===== src/rtl/axil_arb_pkg.sv =====
// Shared types and constants for the AXI4-Lite round-robin arbiter.
// Grant counters exist only when AXIL_ARB_STATS_EN is defined.
package axil_arb_pkg;

    localparam int ADDR_W = 32;
    localparam int DATA_W = 32;
    localparam int STRB_W = 4;

    localparam logic [1:0] RESP_OKAY   = 2'b00;
    localparam logic [1:0] RESP_EXOKAY = 2'b01;
    localparam logic [1:0] RESP_SLVERR = 2'b10;
    localparam logic [1:0] RESP_DECERR = 2'b11;

    typedef struct packed {
        logic [ADDR_W-1:0] awaddr;
        logic [2:0]        awprot;
        logic              awvalid;
        logic [DATA_W-1:0] wdata;
        logic [STRB_W-1:0] wstrb;
        logic              wvalid;
        logic              bready;
        logic [ADDR_W-1:0] araddr;
        logic [2:0]        arprot;
        logic              arvalid;
        logic              rready;
    } axil_req_t;

    typedef struct packed {
        logic              awready;
        logic              wready;
        logic [1:0]        bresp;
        logic              bvalid;
        logic              arready;
        logic [DATA_W-1:0] rdata;
        logic [1:0]        rresp;
        logic              rvalid;
    } axil_rsp_t;

    typedef enum logic [1:0] {
        W_IDLE = 2'd0,
        W_ADDR = 2'd1,
        W_RESP = 2'd2
    } wr_state_e;

    typedef enum logic [1:0] {
        R_IDLE = 2'd0,
        R_ADDR = 2'd1,
        R_DATA = 2'd2
    } rd_state_e;

    // Index width for n masters; a single master still needs one bit.
    function automatic int idx_w(input int n);
        return (n > 1) ? $clog2(n) : 1;
    endfunction

endpackage


===== src/rtl/axil_rr_pick.sv =====
// Cyclic first-set picker: lowest request index at or after ptr_i wins.
// Purely combinational; used once per direction by the arbiter.
module axil_rr_pick
    import axil_arb_pkg::*;
#(
    parameter int N  = 2,
    parameter int IW = 1
) (
    input  logic [N-1:0]  req_i,
    input  logic [IW-1:0] ptr_i,
    output logic [N-1:0]  gnt_o,
    output logic [IW-1:0] idx_o
);

    // Walk the requests starting from the pointer, wrapping once
    always_comb begin
        int          j;
        logic [IW-1:0] jj;
        logic        hit;
        gnt_o = '0;
        idx_o = '0;
        hit   = 1'b0;
        j     = 0;
        jj    = '0;
        for (int k = 0; k < N; k++) begin
            j = int'(ptr_i) + k;
            if (j >= N) begin
                j = j - N;
            end
            jj = IW'(j);
            if (!hit && req_i[jj]) begin
                hit       = 1'b1;
                gnt_o[jj] = 1'b1;
                idx_o     = jj;
            end
        end
    end

endmodule


===== src/rtl/axil_rr_arbiter.sv =====
// N-to-1 AXI4-Lite arbiter, independent round-robin write and read paths.
// Define AXIL_ARB_STATS_EN to add saturating per-master completion counters.
module axil_rr_arbiter
    import axil_arb_pkg::*;
#(
    parameter int NUM_MST = 2
`ifdef AXIL_ARB_STATS_EN
    ,
    parameter int CNT_W   = 16
`endif
) (
    input  logic      aclk,
    input  logic      areset,
    input  axil_req_t s_req [NUM_MST],
    output axil_rsp_t s_rsp [NUM_MST],
    output axil_req_t m_req,
    input  axil_rsp_t m_rsp
`ifdef AXIL_ARB_STATS_EN
    ,
    output logic [CNT_W-1:0] wr_grant_cnt [NUM_MST],
    output logic [CNT_W-1:0] rd_grant_cnt [NUM_MST]
`endif
);

    localparam int IW = idx_w(NUM_MST);

    wr_state_e     wr_state_q;
    logic [IW-1:0] wgnt_q;
    logic [IW-1:0] wr_ptr_q;
    logic          aw_done_q;
    logic          w_done_q;
    logic          aw_done_d;
    logic          w_done_d;

    rd_state_e     rd_state_q;
    logic [IW-1:0] rgnt_q;
    logic [IW-1:0] rd_ptr_q;

    logic [NUM_MST-1:0] aw_req;
    logic [NUM_MST-1:0] ar_req;
    logic [NUM_MST-1:0] wr_gnt;
    logic [NUM_MST-1:0] rd_gnt;
    logic [IW-1:0]      wr_idx;
    logic [IW-1:0]      rd_idx;

    logic aw_hs;
    logic w_hs;
    logic b_hs;
    logic ar_hs;
    logic r_hs;

    // Pointer advance past the master just served, wrapping at NUM_MST
    function automatic logic [IW-1:0] ptr_inc(input logic [IW-1:0] p);
        if (int'(p) >= NUM_MST - 1) begin
            return '0;
        end
        return p + IW'(1);
    endfunction

    // Gather the address-valid request vectors for both directions
    always_comb begin
        for (int i = 0; i < NUM_MST; i++) begin
            aw_req[i] = s_req[i].awvalid;
            ar_req[i] = s_req[i].arvalid;
        end
    end

    axil_rr_pick #(
        .N  (NUM_MST),
        .IW (IW)
    ) u_wr_pick (
        .req_i (aw_req),
        .ptr_i (wr_ptr_q),
        .gnt_o (wr_gnt),
        .idx_o (wr_idx)
    );

    axil_rr_pick #(
        .N  (NUM_MST),
        .IW (IW)
    ) u_rd_pick (
        .req_i (ar_req),
        .ptr_i (rd_ptr_q),
        .gnt_o (rd_gnt),
        .idx_o (rd_idx)
    );

    // Handshakes as seen on the shared slave side
    always_comb begin
        aw_hs     = m_req.awvalid & m_rsp.awready;
        w_hs      = m_req.wvalid & m_rsp.wready;
        b_hs      = m_rsp.bvalid & m_req.bready;
        ar_hs     = m_req.arvalid & m_rsp.arready;
        r_hs      = m_rsp.rvalid & m_req.rready;
        aw_done_d = aw_done_q | aw_hs;
        w_done_d  = w_done_q | w_hs;
    end

    // Route the granted master to the slave; everyone else sees zeros
    always_comb begin
        m_req = '0;
        for (int i = 0; i < NUM_MST; i++) begin
            s_rsp[i] = '0;
        end

        unique case (wr_state_q)
            W_ADDR: begin
                if (!aw_done_q) begin
                    m_req.awvalid = s_req[wgnt_q].awvalid;
                    if (s_req[wgnt_q].awvalid) begin
                        m_req.awaddr = s_req[wgnt_q].awaddr;
                        m_req.awprot = s_req[wgnt_q].awprot;
                    end
                    s_rsp[wgnt_q].awready = m_rsp.awready;
                end
                if (!w_done_q) begin
                    m_req.wvalid = s_req[wgnt_q].wvalid;
                    if (s_req[wgnt_q].wvalid) begin
                        m_req.wdata = s_req[wgnt_q].wdata;
                        m_req.wstrb = s_req[wgnt_q].wstrb;
                    end
                    s_rsp[wgnt_q].wready = m_rsp.wready;
                end
            end
            W_RESP: begin
                m_req.bready         = s_req[wgnt_q].bready;
                s_rsp[wgnt_q].bvalid = m_rsp.bvalid;
                s_rsp[wgnt_q].bresp  = m_rsp.bvalid ? m_rsp.bresp
                                                    : RESP_OKAY;
            end
            default: begin
            end
        endcase

        unique case (rd_state_q)
            R_ADDR: begin
                m_req.arvalid = s_req[rgnt_q].arvalid;
                if (s_req[rgnt_q].arvalid) begin
                    m_req.araddr = s_req[rgnt_q].araddr;
                    m_req.arprot = s_req[rgnt_q].arprot;
                end
                s_rsp[rgnt_q].arready = m_rsp.arready;
            end
            R_DATA: begin
                m_req.rready         = s_req[rgnt_q].rready;
                s_rsp[rgnt_q].rvalid = m_rsp.rvalid;
                if (m_rsp.rvalid) begin
                    s_rsp[rgnt_q].rdata = m_rsp.rdata;
                    s_rsp[rgnt_q].rresp = m_rsp.rresp;
                end
            end
            default: begin
            end
        endcase
    end

    // Write FSM: grant, collect AW and W in any order, wait for B
    always_ff @(posedge aclk) begin
        if (areset) begin
            wr_state_q <= W_IDLE;
            wgnt_q     <= '0;
            wr_ptr_q   <= '0;
            aw_done_q  <= 1'b0;
            w_done_q   <= 1'b0;
        end else begin
            unique case (wr_state_q)
                W_IDLE: begin
                    if (|wr_gnt) begin
                        wgnt_q     <= wr_idx;
                        wr_state_q <= W_ADDR;
                    end
                end
                W_ADDR: begin
                    aw_done_q <= aw_done_d;
                    w_done_q  <= w_done_d;
                    if (aw_done_d && w_done_d) begin
                        wr_state_q <= W_RESP;
                    end
                end
                W_RESP: begin
                    if (b_hs) begin
                        wr_ptr_q   <= ptr_inc(wgnt_q);
                        aw_done_q  <= 1'b0;
                        w_done_q   <= 1'b0;
                        wr_state_q <= W_IDLE;
                    end
                end
                default: wr_state_q <= W_IDLE;
            endcase
        end
    end

    // Read FSM: grant, forward AR, wait for R
    always_ff @(posedge aclk) begin
        if (areset) begin
            rd_state_q <= R_IDLE;
            rgnt_q     <= '0;
            rd_ptr_q   <= '0;
        end else begin
            unique case (rd_state_q)
                R_IDLE: begin
                    if (|rd_gnt) begin
                        rgnt_q     <= rd_idx;
                        rd_state_q <= R_ADDR;
                    end
                end
                R_ADDR: begin
                    if (ar_hs) begin
                        rd_state_q <= R_DATA;
                    end
                end
                R_DATA: begin
                    if (r_hs) begin
                        rd_ptr_q   <= ptr_inc(rgnt_q);
                        rd_state_q <= R_IDLE;
                    end
                end
                default: rd_state_q <= R_IDLE;
            endcase
        end
    end

`ifdef AXIL_ARB_STATS_EN
    logic [CNT_W-1:0] wr_cnt_q [NUM_MST];
    logic [CNT_W-1:0] rd_cnt_q [NUM_MST];

    // Count completed responses per master, holding at all-ones
    always_ff @(posedge aclk) begin
        for (int i = 0; i < NUM_MST; i++) begin
            if (areset) begin
                wr_cnt_q[i] <= '0;
                rd_cnt_q[i] <= '0;
            end else begin
                if (b_hs && wgnt_q == IW'(i)
                    && wr_cnt_q[i] != {CNT_W{1'b1}}) begin
                    wr_cnt_q[i] <= wr_cnt_q[i] + CNT_W'(1);
                end
                if (r_hs && rgnt_q == IW'(i)
                    && rd_cnt_q[i] != {CNT_W{1'b1}}) begin
                    rd_cnt_q[i] <= rd_cnt_q[i] + CNT_W'(1);
                end
            end
        end
    end

    assign wr_grant_cnt = wr_cnt_q;
    assign rd_grant_cnt = rd_cnt_q;
`endif

endmodule


===== config.mk =====
export PLATFORM = sky130hd
export DESIGN_NAME = axil_rr_arbiter
export DESIGN_NICKNAME = d
export VERILOG_FILES = /design/src/rtl/axil_arb_pkg.sv /design/src/rtl/axil_rr_pick.sv /design/src/rtl/axil_rr_arbiter.sv
export SDC_FILE = /design/constraint.sdc
export NUM_CORES = 1
export LEC_CHECK = 0
export ABC_AREA = 0
export BUFFER_PORTS_ARGS = -buffer_cell sky130_fd_sc_hd__clkbuf_2
export CORE_AREA = 2 2 177 179
export DETAILED_ROUTE_END_ITERATION = 6
export DIE_AREA = 0 0 179 181
export PLACE_DENSITY = 0.34
export SYNTH_ARGS = -nofsm -noshare
export SYNTH_HDL_FRONTEND = slang
export SYNTH_SLANG_ARGS = --single-unit

===== constraint.sdc =====
create_clock -name aclk -period 2.3 [get_ports aclk]
set_input_delay 0.46 -clock aclk [delete_from_list [all_inputs] [get_ports aclk]]
set_output_delay 0.46 -clock aclk [all_outputs]
set_load 0.005 [all_outputs]

== Word level (Yosys, flattened, before mapping) ==
Cells that the tools add are included.
Word-level totals
  latch bits: 0
  memories: 0
  register bits after elaboration: 10
  output and inout port bits: 193
  bits in read-only memories: 0
  bits in writable memories: 0
Cells by class
  equal/unequal tests: 10
  multipliers: 0
  reductions and logical operators: 23
  shifts and indexed selects: 0
  divide/modulo/power cells: 0
  add/sub/neg operators: 8
  mux-type cells: 97
  bitwise logic cells: 13
  order comparisons: 18
Operator list (count)
  $bwmux 82: 6
  $mux 111: 3
  $demux 41 s1: 8
  $mux 82: 4
  $pmux 82 s2: 2
  $mux 37: 5
  $and 82x82->82: 2
  $mux 36: 4
  $mux 35: 3
  $mux 73: 1
  $mux 41: 1
  $mux 40: 1
  $mux 39: 1
  $mux 1: 38
  $mux 2: 11
  $ne 2x2->1 const B: 6
  $pmux 2 s3: 2
  $reduce_and 2->1: 5
  $logic_and 1x1->1: 9
  $ge 2x2->1 const B: 4
  $lt 1x2->1 const B: 4
  $ge 1x1->1 const B: 6
  $reduce_and 3->1: 2
  $and 1x1->1: 5
  other kinds (17): 36

== Longest topological paths before layout ==
Gate-level depths: netlist of run 1.
  word-level depth: 16
  depth in mapped cells: 8
  depth with buffers taken out: 6

== By module ==
From an unflattened synthesis of run 1, not the netlist that was laid out.
Second synthesis, totals
  cells, all modules: 426
  area total of the unflattened synthesis: 2882.8 um^2
Modules (own cells, without submodules)
  axil_rr_arbiter: area an instance 2822.7 um^2, instances 1, cells an instance 418
  axil_rr_pick: area an instance 30.0 um^2, instances 2, cells an instance 4

== Worst setup path after synthesis of run 1 ==
No wires, ideal clock.
  kind: register -> output
  start: reg rd_state_q[0]
  end: out s_rsp[80] (netlist bit)
  data required time: 1.840 ns
  cell stages (with the launch flop): 6
  slack: 0.317 ns
  arrival: 1.523 ns
  cell sequence: dfxtp_1 inv_1 ha_1 or3b_2 and3_1 and4b_1
RTL lines
  start: declaration: line axil_rr_arbiter.sv:35  | rd_state_e rd_state_q;
  start signal: assignment: line axil_rr_arbiter.sv:196  | rd_state_q <= R_IDLE;
  start signal: assignment: line axil_rr_arbiter.sv:204  | rd_state_q <= R_ADDR;
  start signal: assignment: line axil_rr_arbiter.sv:209  | rd_state_q <= R_DATA;
  end: declaration: line axil_rr_arbiter.sv:15  | output axil_rsp_t s_rsp [NUM_MST],

==> run summary, run 1 <==
Outcome: finished clean
Post-CTS Hold Buffers: 0
Crit. End Element: output pin
TritonRoute pass-1 iters: 6
Synth Area in XOR/XNOR: 0%
Rows: 64
Synth area leader: mux2i_1
Hold/Removal Path Class: register to register
Final hold violations: 0
Vias in the first global route: 4609
Period utilization: 97.31%
GRT overflow: 0
Area Overhead vs Synth: 107.2%
Number of CTS-inserted buffers: 3
Worst slew pin tran: 0.5757 ns
Seq cells post-synth: 10
CTS root buffer: clkbuf_16
Die area: 32400 um2
Max-slew violation count: 0
Number of flops mapped to enable cells by yosys: 0
CTS tree: done
Synth cell types: 30
Top sig layer: met5
CTS max path bufs: 2
Most frequent cells in the layout: 457 x clkbuf_2, 113 x nor2_1, 111 x mux2i_1
Worst rel slew slack: 61.62%
Final setup viols: 0
RR Startpoint: wgnt_q
Syn. warnings: 0
Max-cap violation count: 0
Synth area leaders: mux2i_1 39%, and2_1 16%, nor2_1 16%
Starting density of the core: 9.309%
Synth Area in Adders: 2.657%
Required time of the critical path: 1.84 ns
I/O Pins: 458
Routed len/inst: 16.83 um
Final nets: 1139
Power density over the cells: 406.6 nW/um2
Port Buf Inserts: 457
Post-DRT Antenna Nets: 0
Antenna cells: 0
Via-to-Cell Ratio: 3.637
Global-route wire length before repair: 29130 um
H-Tree Depth: 1
Critical path type: register to output pin
Latest clock arrival within the worst-skew pair: 0.23 ns
Post-route total power: 2.380 mW
Reg clk slew, reported paths: 0.04 ns
M1 wire length: 7057 um
Initial antenna violation count: 4
Clk_skew: 0.0001976 ns
Post-synthesis compound-gate area fraction: 3.322%
Post-Route WL: 21250 um
Post-synth top area share: 39.33%
Largest net degree at the start of global routing: 38
Final setup margin: 0.06197 ns
Largest fanout on the critical path: 3
Core footprint: 30350 um2
Mux contribution to synthesized area: 41.05%
Placed wire-length estimate: 19380 um
Die W: 179 um
VDD IR max: 0.0001878 V
Min Clock Period, post-route: 2.238 ns
Cell Area, Synth: 2825 um2
WL met2: 11600 um
Leak Pwr: 3.210 nW
Most common cell after layout, fill and taps aside: clkbuf_2
Seq/Total Area, Yosys: 7.086%
Place WS: -0.002885 ns
Top_reg_cell synth: dfxtp_1
WP data arrival: 1.78 ns
Largest family of logic cells by synthesized area: multiplexers
Gr usage total: 12.12%
Crit path from: rd_state_q[1]
Hold path start: rd_ptr_q
DIE HEIGHT: 181 um
RePlAce Congestion: 0.7701
Met3 routed WL: 2394 um
Post-synth ARST share: 0%
Synth Instances: 411
CP startpoint kind: register
Mean Syn Cell Area: 6.874 um2
Max Fclk: 0.4468 GHz
Residual DRC: 0
Layout cells sized above 1: 58.59%
Syn Nets: 682
Clock Sinks: 10
Via count: 4593
Starting DRT DRC Count: 86
Post-Synth Simple-Gate Area: 39.02%
==> kinds of logic (layout without fill, tap and decap cells) <==
group,Yosys count,after routing
AND/OR/NAND/NOR,224,224
multiplexers,115,115
buffers and inverters,43,499
AO/OA/AOI/OAI,13,13
flip-flops,10,10
adder cells (fa/ha/maj),6,6
==> worst max-delay path, stage by stage, from the launching register on <==
cell,delay [ns]
dfxtp_2,0.34
inv_2,0.05
ha_4,0.27
or3b_4,0.38
and3_4,0.20
and4b_1,0.20
clkbuf_2,0.11
==> metal layers <==
layer  GRT usage, %  vias to the layer above
met3          3.914                       16
li1               -                     2277
met2          25.32                      272
met1          11.38                     2020
met5              0                        -
met4          1.366                        8
==> synthesized netlist by cell type, types with 2 or more instances <==
| library cell | count |
|---|---|
| mux2i_1 | 111 |
| nor2_1 | 117 |
| and4b_1 | 2 |
| or3b_2 | 2 |
| ha_1 | 6 |
| and2_1 | 73 |
| nor2b_1 | 2 |
| clkbuf_1 | 7 |
| buf_2 | 23 |
| a31oi_1 | 2 |
| a211oi_1 | 2 |
| nor3b_1 | 2 |
| nand3_1 | 4 |
| nand2_1 | 11 |
| inv_1 | 12 |
| nand2b_1 | 4 |
| mux2_2 | 3 |
| dfxtp_1 | 10 |
| nor3_1 | 3 |
| a32oi_1 | 2 |
| a21oi_1 | 4 |
==> final timing paths <==
check	depth (start not counted)	end	slack (ns)
min	2	rd_ptr_q	0.46
min reg2reg	2	rd_ptr_q	0.46
max	6	s_rsp[81]	0.06
max reg2reg	5	wr_state_q[1]	0.53
==> flip-flops by register name (all words and copies together), names as in the netlist <==
signal      cells
aw_done_q       1
rd_ptr_q        1
wr_state_q      2
wgnt_q          1
rd_state_q      2
w_done_q        1
wr_ptr_q        1
rgnt_q          1
==> through the flow <==
step	hold WS, ns	instance area, um2	TNS (ns)	util, %	std cells
6_report	0.4578	5853	0	19.29	1263
4_1_cts	0.4684	5803	0	19.12	1258
3_3_place_gp	0.4609	5702	0	18.79	1254
3_5_place_dp	0.4621	5702	-0.002885	18.79	1254
5_1_grt	0.4931	5853	-0.02967	19.29	1263
2_1_floorplan	0.4312	2825	0	-	411
==> final cells by class <==
class | count | area, um2
well taps | 396 | 495.5
fillers | 3563 | 24500
repair buffers | 483 | 2557
multi-input cells | 358 | 2469
inverters | 12 | 45.04
clock buffers | 4 | 78.83
flip-flops and latches | 10 | 207.7
==> power by group <==
part	internal (mW)	total (mW)	switching (mW)
combinational	0.918	1.83	0.916
sequential	0.208	0.244	0.0359
clock	0.231	0.302	0.0706
==> what timing repair did <==
action                     4_1_cts  5_1_grt
setup endpoints to repair        8       10
pin swaps                        1        4
buffers inserted                 0        5
gates resized for setup          7        5
cloned                           0        0
Power figures use the tool's default switching activity.
==> run 2: changes to the inputs <==
CORE_AREA = 2 2 176 178   (was 2 2 177 179)
DIE_AREA = 0 0 178 180   (was 0 0 179 181)
PLACE_DENSITY = 0.35   (was 0.34)
clock period = 2.8 ns   (was 2.3 ns; I/O delays follow)
==> run 2 against run 1 <==
  * Global-route usage about the same
  * Critical path depth did not move
  * Die area decreased by 1.1%
  * Sequential power fell by 18%
  * Cell area fell by 3.1%
  * Register-to-register slack better by 0.33 ns
  * Setup slack better by 0.10 ns
  * Worst hold slack improved by 0.015 ns
  * Clock skew up 0.0013 ns
  * First-iteration DRC count grew 4.7%
  * Clock power down 6%
  * Flip-flop and latch count unchanged
==> run summary, run 2 (same netlist as run 1, synthesis figures left out) <==
Crit. End Element: output pin
Leak Pwr: 3.113 nW
WL met2: 11040 um
Number of CTS-inserted buffers: 3
Clock Sinks: 10
Rows: 64
Core footprint: 30190 um2
VDD IR max: 0.0001723 V
CTS tree: done
Post-route total power: 1.849 mW
GRT overflow: 0
Port Buf Inserts: 457
Post_cts resized: 0
M1 wire length: 7109 um
Top Registers: rd_state_q (2), wr_state_q (2)
Hold/Removal Path Class: register to register
Starting density of the core: 9.358%
Largest net degree at the start of global routing: 45
Latest clock arrival within the worst-skew pair: 0.24 ns
Final setup viols: 0
Worst slew pin tran: 0.5378 ns
Global-route wire length before repair: 28890 um
Post-route setup TNS: 0 ns
Final hold violations: 0
Met3 routed WL: 2469 um
Gr usage total: 12.11%
Final nets: 1122
Max-cap violation count: 0
Reg clk slew, reported paths: 0.04 ns
Outcome: finished clean
DIE HEIGHT: 180 um
WP data arrival: 2.08 ns
Period utilization: 94.19%
Residual DRC: 0
H-Tree Depth: 1
Most common cell after layout, fill and taps aside: clkbuf_2
Post-DRT Antenna Nets: 0
CTS root buffer: clkbuf_16
Layout cells sized above 1: 56.47%
Max Fclk: 0.3792 GHz
Worst rel slew slack: 64.15%
Most frequent cells in the layout: 457 x clkbuf_2, 117 x nor2_1, 111 x mux2i_1
RSZ-0062 raised after global routing: no
Routed len/inst: 16.73 um
CP startpoint kind: register
Critical path type: register to output pin
Area Overhead vs Synth: 100.7%
Via-to-Cell Ratio: 3.657
Top sig layer: met5
Power density over the cells: 326.1 nW/um2
Clk_skew: 0.001490 ns
CTS max path bufs: 2
Max-slew violation count: 0
Die area: 32040 um2
Largest fanout on the critical path: 3
Setup bufs post-CTS: 0
Placed wire-length estimate: 18910 um
I/O Pins: 458
Post-Route WL: 20930 um
RePlAce Congestion: 0.8098
Min Clock Period, post-route: 2.637 ns
Starting DRT DRC Count: 90
Via count: 4575
Vias in the first global route: 4598
Initial antenna violation count: 11
TritonRoute pass-1 iters: 4
Final core occ: 18.78%
Post-CTS Hold Buffers: 0
Die W: 178 um
Required time of the critical path: 2.24 ns
run 2: path summary, 6_finish.rpt:
kind | cells past startpoint | startpoint | slack, ns | endpoint
setup / recovery | 6 | rd_state_q[0] | 0.16 | s_rsp[80]
hold / removal | 2 | rd_ptr_q | 0.47 | rd_ptr_q
setup reg to reg | 5 | wgnt_q | 0.86 | wr_state_q[1]
hold reg to reg | 2 | rd_ptr_q | 0.47 | rd_ptr_q
run 2: worst max-delay path, stage by stage (launching register included):
cell and delay (ns):
dfxtp_1 0.35, inv_1 0.07, ha_1 0.32, or3b_2 0.48, and3_1 0.27, and4b_1 0.23, clkbuf_2 0.11
run 2: metrics by stage:
stage	worst slack, ns	cell area [um2]	hold slack [ns]	cells
finish	0.1628	5670	0.4727	1251
CTS	0.1253	5658	0.4797	1246
global placement	0.4239	5569	0.4623	1242
floorplan	0.7175	2825	0.4312	411
detailed placement	0.3838	5569	0.4725	1242
global route	0.05075	5668	0.5083	1250
run 2: power breakdown:
group	switching [mW]	total, mW	internal (mW)
clock	0.0692	0.284	0.215
sequential	0.0318	0.200	0.168
combinational	0.718	1.36	0.647
run 2: per-layer routing:
metal	track usage (%)	vias to the layer above
li1	-	2244
met1	11.91	2018
met2	23.81	281
met3	4.420	20
met4	2.393	12
met5	0	-
run 2: cell type report:
type,count,area (um2)
antenna,5,12.51
sequential,10,205.2
fill,3569,24520
multi-input combinational,358,2431
timing repair buffer,466,2392
inverter,12,45.04
tap,396,495.5
clock buffer,4,88.84
==> run 3: changes to the inputs <==
CELL_PAD_IN_SITES_DETAIL_PLACEMENT = 1   (was default)
CELL_PAD_IN_SITES_GLOBAL_PLACEMENT = 1   (was default)
CORE_AREA = 2 2 177 179   (was 2 2 176 178)
DIE_AREA = 0 0 179 181   (was 0 0 178 180)
GPL_TIMING_DRIVEN = 0   (was default)
PLACE_DENSITY = 0.52   (was 0.35)
==> run 3 against run 2 <==
  * Via count rose by 4.0%
  * Sequential share of layout area decreased by 0.13 points
  * Global-route usage increased by 1.1 points
  * Register-to-register slack gained 0.23 ns
  * Final cell count up 1.8%
  * Wire length grew 9.3%
  * First-iteration DRC count shrank 18%
  * Flip-flop and latch count is the same
  * Core utilization rose by 0.10 points
  * Combinational power is 5% higher
==> run summary, run 3 (same netlist as run 1, synthesis figures left out) <==
Residual DRC: 0
Clk pwr share: 15.2%
Critical path type: register to output pin
VDD IR max: 0.0001970 V
Routed len/inst: 17.96 um
Met3 routed WL: 2319 um
Starting DRT DRC Count: 74
Reg clk slew, reported paths: 0.05 ns
I/O Pins: 458
GRT overflow: 0
Final nets: 1146
Layout cells sized above 1: 57.32%
Design area: 5732 um2
Max-cap violation count: 0
TritonRoute pass-1 iters: 4
M1 wire length: 7762 um
Period utilization: 93.90%
Power density over the cells: 332.9 nW/um2
WP data arrival: 2.07 ns
Top Registers: rd_state_q (2), wr_state_q (2)
Area Overhead vs Synth: 102.9%
RR Startpoint: wr_state_q[0]
CP peak stage delay: 0.50 ns
Hold path start: rd_ptr_q
WP buf/inv: 2
Clock Sinks: 10
Sw frac: 45.55%
Gate power share: 75.1%
Final hold violations: 0
Top sig layer: met5
Post-DRT Antenna Nets: 0
Crit-path cells: inv_1 > ha_1 > or3b_2 > and3_1 > and4b_1 > clkbuf_2
Post-route total power: 1.908 mW
Worst rel slew slack: 58.52%
Crit-path leading delay family: simple AND/OR/NAND/NOR gates
CP startpoint kind: register
Via-to-Cell Ratio: 3.735
H-Tree Depth: 1
CTS root buffer: clkbuf_16
Crit. End Element: output pin
Die area: 32400 um2
Vias in the first global route: 5064
Rows: 64
Final setup viols: 0
Initial antenna violation count: 10
Max-slew violation count: 0
CTS max path bufs: 2
Die W: 179 um
Placed wire-length estimate: 21150 um
Leak Pwr: 3.184 nW
Largest fanout on the critical path: 3
DIE HEIGHT: 181 um
Final core occ: 18.89%
Number of CTS-inserted buffers: 3
CP max stage cell: or3b_2
Min Clock Period, post-route: 2.629 ns
Latest clock arrival within the worst-skew pair: 0.24 ns
Most common cell after layout, fill and taps aside: clkbuf_2
WL met2: 12400 um
Clk_skew: 0.0006652 ns
Fillers: 3855
Most frequent cells in the layout: 461 x clkbuf_2, 115 x nor2_1, 111 x mux2i_1
Crit path from: rd_state_q[1]
Port Buf Inserts: 457
Post-CTS Hold Buffers: 0
Worst slew pin tran: 0.6221 ns
CTS tree: done
Via count: 4758
Internal power: 1.039 mW
Starting density of the core: 9.309%
Sequential group share of total power: 9.7%
Largest net degree at the start of global routing: 11
Outcome: finished clean
Post-Route WL: 22890 um
Global-route wire length before repair: 31860 um
Net switching power: 0.8691 mW
RePlAce Congestion: 0.8170
Gr usage total: 13.21%
Max Fclk: 0.3804 GHz
Core footprint: 30350 um2
Placed cell areas: 5608 um2
Hold/Removal Path Class: register to register
Required time of the critical path: 2.24 ns
==> run 3: final timing paths <==
path	end	slack (ns)	cells past startpoint
setup / recovery	s_rsp[81]	0.17	6
hold / removal	rd_ptr_q	0.47	2
hold reg to reg	rd_ptr_q	0.47	2
setup reg to reg	wr_state_q[1]	1.09	6
==> run 3: through the flow <==
stage / cells / hold WS, ns / setup TNS, ns / setup WS (ns)
after floorplan: 411 / 0.4312 / 0 / 0.7175
after CTS: 1270 / 0.4708 / 0 / 0.01852
after detailed placement: 1264 / 0.4638 / 0 / 0.1755
final: 1274 / 0.4708 / 0 / 0.1709
after global placement: 1264 / 0.4553 / 0 / 0.2121
after global routing: 1272 / 0.5050 / -0.00003597 / -0.00003597
==> run 3: timing repair <==
item	4_1_cts	5_1_grt
setup endpoints to repair	12	59
pin swaps	1	0
setup buffers	2	0
gates resized for setup	1	8
==> run 3: cell type report <==
type | instances | area [um2] | area share, %
Multi-Input combinational cell | 358 | 2436 | 42.50
Timing Repair Buffer | 459 | 2302 | 40.17
Tap cell | 396 | 495.5 | 8.644
Sequential cell | 10 | 200.2 | 3.493
Buffer | 31 | 153.9 | 2.685
Clock buffer | 4 | 88.84 | 1.550
Inverter | 12 | 45.04 | 0.7859
Antenna cell | 4 | 10.01 | 0.1746
==> run 3: power groups by stage <==
stage          Clock (mW)  Sequential, mW  Combinational (mW)
6_report            0.290           0.184                1.43
5_1_grt             0.304           0.188                1.60
4_1_cts             0.293           0.185                1.47
3_5_place_dp            0           0.186                1.45
3_3_place_gp            0           0.185                1.44
2_1_floorplan           0           0.181               0.760
==> run 3: tightest hold or removal path, stage by stage, from the launching register on <==
cell	delay (ns)
dfxtp_1	0.29
inv_1	0.07
a211oi_1	0.06
==> run 3: routing by layer <==
metal | vias to the layer above | global-route usage, %
met3 | 24 | 3.977
li1 | 2292 | -
met5 | - | 0
met4 | 8 | 2.309
met2 | 290 | 27.15
met1 | 2144 | 12.62
